### config.mk
export PLATFORM = sky130hd
export DESIGN_NAME = serial_sub_seq_flat
export DESIGN_NICKNAME = d
export VERILOG_FILES = /design/src/rtl/serial_sub_seq_if.sv /design/src/rtl/serial_sub_seq.sv /design/src/flat_wrapper.sv
export SDC_FILE = /design/constraint.sdc
export NUM_CORES = 1
export LEC_CHECK = 0
export BUFFER_PORTS_ARGS = -buffer_cell sky130_fd_sc_hd__buf_4
export CORE_MARGIN = 2
export CORE_UTILIZATION = 49
export CTS_BUF_LIST = sky130_fd_sc_hd__clkbuf_4
export DETAILED_ROUTE_END_ITERATION = 6
export PLACE_DENSITY_LB_ADDON = 0.1
export SLEW_MARGIN = 20
export SYNTH_ARGS = -nofsm -noshare
export SYNTH_HDL_FRONTEND = slang
export SYNTH_SLANG_ARGS = --single-unit
export TNS_END_PERCENT = 30
### constraint.sdc
create_clock -name clk -period 2.4 [get_ports clk]
set_input_delay 0.12 -clock clk [delete_from_list [all_inputs] [get_ports clk]]
set_output_delay 0.12 -clock clk [all_outputs]
set_load 0.02 [all_outputs]
### src/rtl/serial_sub_seq_if.sv
// rtl/serial_sub_seq_if.sv - start/result handshake bundle for the bit-serial subtractor
//
// Purpose: groups the request and result signals exchanged between a requesting
// datapath (master) and serial_sub_seq (slave).
// Signals:
//   start  request, sampled only while ready=1
//   a, b   WIDTH-bit minuend / subtrahend
//   bin    borrow-in to bit 0
//   ready  sequencer can accept a start (IDLE or DONE)
//   busy   serial subtraction in progress
//   done   one-cycle pulse, diff/bout valid
//   diff   WIDTH-bit difference
//   bout   borrow out of the top bit
interface serial_sub_seq_if #(
  parameter int WIDTH = 8
);
  logic             start;
  logic [WIDTH-1:0] a;
  logic [WIDTH-1:0] b;
  logic             bin;
  logic             ready;
  logic             busy;
  logic             done;
  logic [WIDTH-1:0] diff;
  logic             bout;

  modport master (
    output start, a, b, bin,
    input  ready, busy, done, diff, bout
  );

  modport slave (
    input  start, a, b, bin,
    output ready, busy, done, diff, bout
  );
endinterface

### src/rtl/serial_sub_seq.sv
// rtl/serial_sub_seq.sv - bit-serial multi-word subtractor sequencer
//
// Purpose: captures a WIDTH-bit minuend, subtrahend and borrow-in on an accepted
// start, then evaluates one full-subtractor cell per clock, LSB first, threading
// the borrow between cycles. After WIDTH cycles the difference and final borrow
// are registered and flagged with a one-cycle done pulse.
// Ports:
//   clk    rising-edge clock
//   rst_n  asynchronous active-low reset
//   bus    serial_sub_seq_if slave modport (start/a/b/bin in; ready/busy/done/diff/bout out)
module serial_sub_seq #(
  parameter int WIDTH = 8
) (
  input  logic            clk,
  input  logic            rst_n,
  serial_sub_seq_if.slave bus
);

  localparam int CW = $clog2(WIDTH + 1);

  typedef enum logic [1:0] {
    S_IDLE = 2'd0,
    S_RUN  = 2'd1,
    S_DONE = 2'd2
  } state_t;

  state_t           state, state_nxt;
  logic [WIDTH-1:0] a_sh, a_sh_nxt;
  logic [WIDTH-1:0] b_sh, b_sh_nxt;
  logic [WIDTH-1:0] d_sh, d_sh_nxt;
  logic             br, br_nxt;
  logic [CW-1:0]    cnt, cnt_nxt;
  logic [WIDTH-1:0] diff_q, diff_nxt;
  logic             bout_q, bout_nxt;

  logic             cell_d;
  logic             cell_br;
  logic [WIDTH-1:0] d_shifted;
  logic             last_bit;

  // The shared one-bit full-subtractor cell.
  assign cell_d  = a_sh[0] ^ b_sh[0] ^ br;
  assign cell_br = (~a_sh[0] & br) | (~a_sh[0] & b_sh[0]) | (b_sh[0] & br);

  // Result bits enter at the MSB so that after WIDTH shifts bit 0 sits at the LSB.
  generate
    if (WIDTH == 1) begin : g_d_one
      assign d_shifted = cell_d;
    end else begin : g_d_wide
      assign d_shifted = {cell_d, d_sh[WIDTH-1:1]};
    end
  endgenerate

  assign last_bit = (cnt == CW'(WIDTH - 1));

  always_ff @(posedge clk or negedge rst_n) begin
    if (!rst_n) begin
      state  <= S_IDLE;
      a_sh   <= '0;
      b_sh   <= '0;
      d_sh   <= '0;
      br     <= 1'b0;
      cnt    <= '0;
      diff_q <= '0;
      bout_q <= 1'b0;
    end else begin
      state  <= state_nxt;
      a_sh   <= a_sh_nxt;
      b_sh   <= b_sh_nxt;
      d_sh   <= d_sh_nxt;
      br     <= br_nxt;
      cnt    <= cnt_nxt;
      diff_q <= diff_nxt;
      bout_q <= bout_nxt;
    end
  end

  always_comb begin
    state_nxt = state;
    a_sh_nxt  = a_sh;
    b_sh_nxt  = b_sh;
    d_sh_nxt  = d_sh;
    br_nxt    = br;
    cnt_nxt   = cnt;
    diff_nxt  = diff_q;
    bout_nxt  = bout_q;

    case (state)
      S_IDLE, S_DONE: begin
        if (bus.start) begin
          a_sh_nxt  = bus.a;
          b_sh_nxt  = bus.b;
          br_nxt    = bus.bin;
          d_sh_nxt  = '0;
          cnt_nxt   = '0;
          state_nxt = S_RUN;
        end else begin
          state_nxt = S_IDLE;
        end
      end
      S_RUN: begin
        // start is deliberately not looked at here: requests while busy are dropped.
        a_sh_nxt = a_sh >> 1;
        b_sh_nxt = b_sh >> 1;
        d_sh_nxt = d_shifted;
        br_nxt   = cell_br;
        cnt_nxt  = cnt + CW'(1);
        if (last_bit) begin
          // Results are captured from the final cell evaluation directly, so they
          // are valid in the same cycle that done rises.
          diff_nxt  = d_shifted;
          bout_nxt  = cell_br;
          state_nxt = S_DONE;
        end
      end
      default: state_nxt = S_IDLE;
    endcase
  end

  assign bus.ready = (state != S_RUN);
  assign bus.busy  = (state == S_RUN);
  assign bus.done  = (state == S_DONE);
  assign bus.diff  = diff_q;
  assign bus.bout  = bout_q;

endmodule

### src/flat_wrapper.sv
// flat-port wrapper written by rule: the top's interface ports become plain ports
module serial_sub_seq_flat 
#(
  parameter int WIDTH = 8
)
  (clk, rst_n, bus_start, bus_a, bus_b, bus_bin, bus_ready, bus_busy, bus_done, bus_diff, bus_bout);
  serial_sub_seq_if #(.WIDTH(WIDTH)) bus_i ();
  input  logic clk;
  input  logic rst_n;
  input wire logic [$bits(bus_i.start)-1:0] bus_start;
  input wire logic [$bits(bus_i.a)-1:0] bus_a;
  input wire logic [$bits(bus_i.b)-1:0] bus_b;
  input wire logic [$bits(bus_i.bin)-1:0] bus_bin;
  output wire logic [$bits(bus_i.ready)-1:0] bus_ready;
  output wire logic [$bits(bus_i.busy)-1:0] bus_busy;
  output wire logic [$bits(bus_i.done)-1:0] bus_done;
  output wire logic [$bits(bus_i.diff)-1:0] bus_diff;
  output wire logic [$bits(bus_i.bout)-1:0] bus_bout;
  assign bus_i.start = bus_start;
  assign bus_i.a = bus_a;
  assign bus_i.b = bus_b;
  assign bus_i.bin = bus_bin;
  assign bus_ready = bus_i.ready;
  assign bus_busy = bus_i.busy;
  assign bus_done = bus_i.done;
  assign bus_diff = bus_i.diff;
  assign bus_bout = bus_i.bout;
  serial_sub_seq #(.WIDTH(WIDTH)) u_core (.clk(clk), .rst_n(rst_n), .bus(bus_i));
endmodule
# After elaboration in Yosys (flattened, before gate mapping)
# Cells that the tools add are included.
[word_totals]
reg_bits = 40
in_bits = 20
out_inout_bits = 12
elab_cells = 41
[op_classes]
n_addsub = 1
n_eq_ne = 6
n_mux = 13
bitwise = 8
reduce_logical = 5
[ops]
columns = ["op", "n"]
rows = [
  ["one-hot mux 8 bit (2 select lines)", 3],
  ["two-way mux 8 bit", 3],
  ["one-hot mux 4 bit (2 select lines)", 1],
  ["adder 4 x 1 -> 4 bit (second input constant)", 1],
  ["equality test 4 x 3 -> 1 bit (second input constant)", 1],
  ["two-way mux 4 bit", 1],
  ["inequality test 2 x 1 -> 1 bit (second input constant)", 2],
  ["one-hot mux 2 bit (2 select lines)", 1],
  ["AND reduction 2 bit", 2],
  ["bitwise AND 1 bit", 3],
  ["equality test 2 x 1 -> 1 bit (second input constant)", 1],
  ["equality test 2 bit (second input constant)", 1],
  ["zero test 2 bit", 1],
  ["two-way mux 1 bit", 2],
  ["two-way mux 2 bit", 1],
  ["inequality test 2 bit (second input constant)", 1],
  ["bitwise OR 1 bit", 2],
  ["one-hot mux 1 bit (2 select lines)", 1],
  ["nonzero test 2 bit", 1],
  ["OR reduction 2 bit", 1],
  ["bitwise XOR 1 bit", 2],
  ["inverter 1 bit", 1],
]

# Depth between registers and ports, before layout
[logic_depth]
ltp_word = 5
mapped_depth = 5

# Worst setup path after synthesis
# Ideal clock, no wire load.
[synth_path]
path_kind = "flip-flop to flip-flop"
start = "register u_core.cnt[0]"
end = "register u_core.bout_q, in the netlist u_core.bus.bout"
setup_ns = 0.125
arrival_ns = 1.300
required_time_ns = 2.275
path_slack_ns = 0.975
path_stages_with_launch = 5
path_buffers = 0
period_less_slack_ns = 1.425
cell_sequence = "dfrtp_1 -> ha_1 -> nand2_1 -> nor3_4 -> mux2_2"
[synth_between]
elab_chain_cells = 2
[synth_rtl]
columns = ["item", "line_no", "rtl"]
rows = [
  ["start, declared", "serial_sub_seq.sv:32", "logic [CW-1:0] cnt, cnt_nxt;"],
  ["start signal, assigned", "serial_sub_seq.sv:72", "cnt <= cnt_nxt;"],
  ["equality test 4 x 3 -> 1 bit", "serial_sub_seq.sv:54", "assign last_bit = (cnt == CW'(WIDTH - 1));"],
  ["AND reduction 2 bit (no line)", "--", ""],
  ["end signal, assigned", "serial_sub_seq.sv:74", "bout_q <= bout_nxt;"],
  ["end, declared", "serial_sub_seq.sv:34", "logic bout_q, bout_nxt;"],
]
# No other way between the ends.
# A chain may end at the register's enable or synchronous reset.

# Final worst setup path
[layout_path]
start = "register u_core.state[1]"
end = "output port bus_busy"
[layout_between]
elab_chain_cells = 1
[layout_rtl]
columns = ["item", "line_no", "rtl"]
rows = [
  ["start, declared", "serial_sub_seq.sv:27", "state_t state, state_nxt;"],
  ["start signal, assigned", "serial_sub_seq.sv:67", "state <= state_nxt;"],
  ["equality test 2 x 1 -> 1 bit", "serial_sub_seq.sv:121", "assign bus.busy = (state == S_RUN);"],
  ["end, declared", "flat_wrapper.sv:15", "output wire logic [$bits(bus_i.busy)-1:0] bus_busy;"],
]
# No other way between the ends.

==> key figures <==
Timing
  • Unrepaired setup endpoints after global routing: false
  • Final setup vio count: 0
  • Setup WS post-layout: 0.617 ns
  • Fin Setup TNS: 0 ns
  • Rel. slew slack: between 50% and 60%
  • WHS: about 0.027 ns
  • Final period util: 74.3%
  • Fmax: roughly 0.56 GHz
  • Slew Viols, Final: 0
  • Worst Tran Pin Value: 0.684 ns
  • Fin Clk Skew: about 0.0063 ns
  • Hold Violations, Final: 0
  • Fin crit period: 1.78 ns

Clock network
  • Root Driver: clkbuf_4
  • CTS clk-pin slew, worst paths: between 0.1 and 0.15 ns
  • Total CTS buffers: 5
  • Clock buffer depth: 2
  • # clock sinks: 39
  • Worst skew pair latency: 0.34 ns
  • H-Tree Depth: 2
  • CTS tree: yes

Worst setup path
  • Worst-path cell chain: nand2b_4 > inv_2 > buf_4
  • Critical Path RT: between 2 and 2.5 ns
  • CP endpoint kind: primary output
  • Setup CP Type: flip-flop to primary output
  • Startpoint types: flip-flop
  • Critical Path Start: u_core.state[1]$_DFFE_PN0P_
  • Bufs and invs on worst path: 2
  • CP max stage cell: inv_2
  • Worst-path maximum fanout: 28
  • CP max stage delay: about 0.42 ns
  • CP delay by family, top: buffers and inverters
  • Data arrival time of the critical path: 1.66 ns
  • Crit Reg-Reg Startpoint: u_core.state[1]$_DFFE_PN0P_

Power and ir drop
  • Combinational Power Share: 43.2%
  • Cell leakage power: 1.01 nW
  • Sw Pwr: 0.000992 W
  • Switch share: 38.8%
  • VDD IR max: 657 uV
  • P_int: roughly 0.0016 W
  • PwrDens: 1230 nW/um2
  • Clk pwr share: 11.9%
  • Sequential power share: 44.8%

Place
  • Post-Place Setup Slack: 0.755 ns
  • I/O Buffers: 31
  • GP Congestion: 0.718
  • Hpwl dp: between 2 and 2.5 mm
  • Placed Instances: 200

Drt
  • Total number of vias: about 1200
  • Antenna-violating nets left: 0
  • DR DRC count: 0
  • Total Routed Length: around 3.2 mm
  • Per-cell routed wire length: about 14 um
  • Drt first-iter violations: 64
  • Via/cell ratio: approximately 5.4
  • DRT Pass-1 Iters: 4

Synth
  • Seq/Total Area, Yosys: 60.5%
  • Post-Syn Nets: 154
  • Register bit total from synthesis: 39
  • Syn Area/Cell: approximately 12 um2
  • Mapped Cells: 132
  • Netlist cell types: 24
  • Mapped Area: around 1600 um2
  • Yosys warning count: 0

Floorplanning
  • DIE HEIGHT: 61.4 um
  • Die Area: 3770 um2
  • Die W: 61.4 um
  • # IOs: 32
  • Core area: 3100 um2
  • Core Rows: 20
  • Starting density of the core: 52.0%

Final layout
  • Final std cells w/o fill: 224
  • Sequential cell area: a little under 1000 um2
  • ANT cells: 0
  • Share of layout cells above drive strength 1: approximately 28%
  • NumNets Final: 202
  • Area Growth Syn to Fin: 29.3%
  • Fill count: 254
  • Multi-input gate area: 588 um2

GRT
  • Global Route Usage Sum: approximately a fifth
  • Grt total ovfl: 0
  • Vias in the first global route: between 1000 and 1500
  • Initial antenna violation count: 0
  • First-pass GRT wire length: 5.51 mm
  • Pin count of the biggest net entering global routing: 40

Job
  • Max-cap violations: 0

Min path
  • Hold Path Origin: bus_a[0]
  • Worst hold-check path type: input pin to flip-flop

Status
  • Run status: finished, final reports clean
==> synthesized netlist by cell type <==
cell type,count,area [um2]
nor2_2,1,6.26
nand2b_1,1,6.26
ha_1,1,12.5
a221o_1,1,10.0
o21ai_0,2,10.0
nor3_4,1,16.3
nand4_1,1,6.26
o2bb2ai_1,1,8.76
inv_1,2,7.51
nand2_1,17,63.8
nand2b_4,1,13.8
nand3_1,15,75.1
mux2_2,8,90.1
dfrtp_1,39,976
nor3_1,1,5.00
inv_2,1,3.75
mux2i_1,3,30.0
nor2b_1,1,6.26
buf_2,7,35.0
clkbuf_1,1,3.75
a22oi_1,14,105
fa_1,1,20.0
a22o_1,10,87.6
and2b_1,2,15.0
==> layout make-up <==
type	instances	area share [%]
sequential	39	46.8
multi-input combinational	82	28.2
timing repair buffer	49	19.7
tap	44	2.64
clock buffer	5	1.80
inverter	3	0.540
clock inverter	2	0.420
==> power by group through the flow <==
| stage | Combinational (W) | Sequential (W) | Clock, W |
|---|---|---|---|
| finish | 0.00111 | 0.00115 | 0.000306 |
| global route | 0.00124 | 0.00119 | 0.000346 |
| CTS | 0.00112 | 0.00115 | 0.000319 |
| detailed placement | 0.00109 | 0.00116 | 0 |
| global placement | 0.00106 | 0.00115 | 0 |
| floorplan | 0.000694 | 0.00121 | 0 |
==> worst paths after layout <==
path | end | cells past startpoint | slack [ns]
max in group asynchronous | u_core.a_sh[3]$_DFFE_PN0P_ | 2 | 1.78
min in group asynchronous | u_core.b_sh[1]$_DFFE_PN0P_ | 2 | 0.27
setup reg to reg | u_core.bus.diff[2]$_DFFE_PN0P_ | 3 | 0.76
setup / recovery | bus_busy | 3 | 0.62
hold reg to reg | u_core.a_sh[1]$_DFFE_PN0P_ | 2 | 0.51
hold / removal | u_core.a_sh[0]$_DFFE_PN0P_ | 2 | 0.03
==> registers in the layout (all words and copies together), names as in the netlist <==
signal,cells
u_core.cnt,4
u_core.state,2
u_core.a_sh,8
u_core.b_sh,8
u_core.br,1
u_core.d_sh,7
u_core.bus.diff,8
u_core.bus.bout,1
==> metrics by stage <==
stage | instance area [um2] | power (W) | utilization (%)
final | 2090 | 0.00256 | 67.3
after global routing | 2090 | 0.00278 | 67.3
after CTS | 2090 | 0.00258 | 67.3
after detailed placement | 1870 | 0.00225 | 60.3
after global placement | 1870 | 0.00221 | 60.3
after floorplan | 1610 | 0.00190 | -
==> routing by layer <==
layer,vias to the layer above,global-route usage (%),share of wire [%]
met5,-,0,0
met4,0,6.38,1.3
met3,5,6.93,5.9
met2,37,31.8,48
met1,596,26.7,45
li1,571,-,-
==> layout by cell type (no fill, tap or decap), types with 2 or more instances in the layout <==
cell / synthesis / final
dfrtp_1: 39 / 39
buf_4: 0 / 32
nand2_1: 17 / 17
dlygate4sd3_1: 0 / 17
nand3_1: 15 / 15
a22oi_1: 14 / 14
a22o_1: 10 / 10
mux2_2: 8 / 8
clkbuf_4: 0 / 5
mux2i_1: 3 / 3
and2b_1: 2 / 2
inv_1: 2 / 2
o21ai_0: 2 / 2
==> logic make-up (layout without fill, tap and decap cells) <==
| logic type | count (synthesis) | count (layout) | synth area share, % |
|---|---|---|---|
| buffers and inverters | 11 | 59 | 3.10 |
| flip-flops | 39 | 39 | 60.5 |
| multiplexers | 11 | 11 | 7.44 |
| AND/OR/NAND/NOR | 41 | 41 | 13.3 |
| adder cells (fa/ha/maj) | 2 | 2 | 2.02 |
| AO/OA/AOI/OAI | 28 | 28 | 13.7 |
==> timing repair <==
item,in CTS,in global routing
buffers inserted,0,0
endpoints found under the hold margin,55,0
gates resized for setup,0,0
hold buffers,17,0
Note: power is estimated with default switching activity, not from simulation.
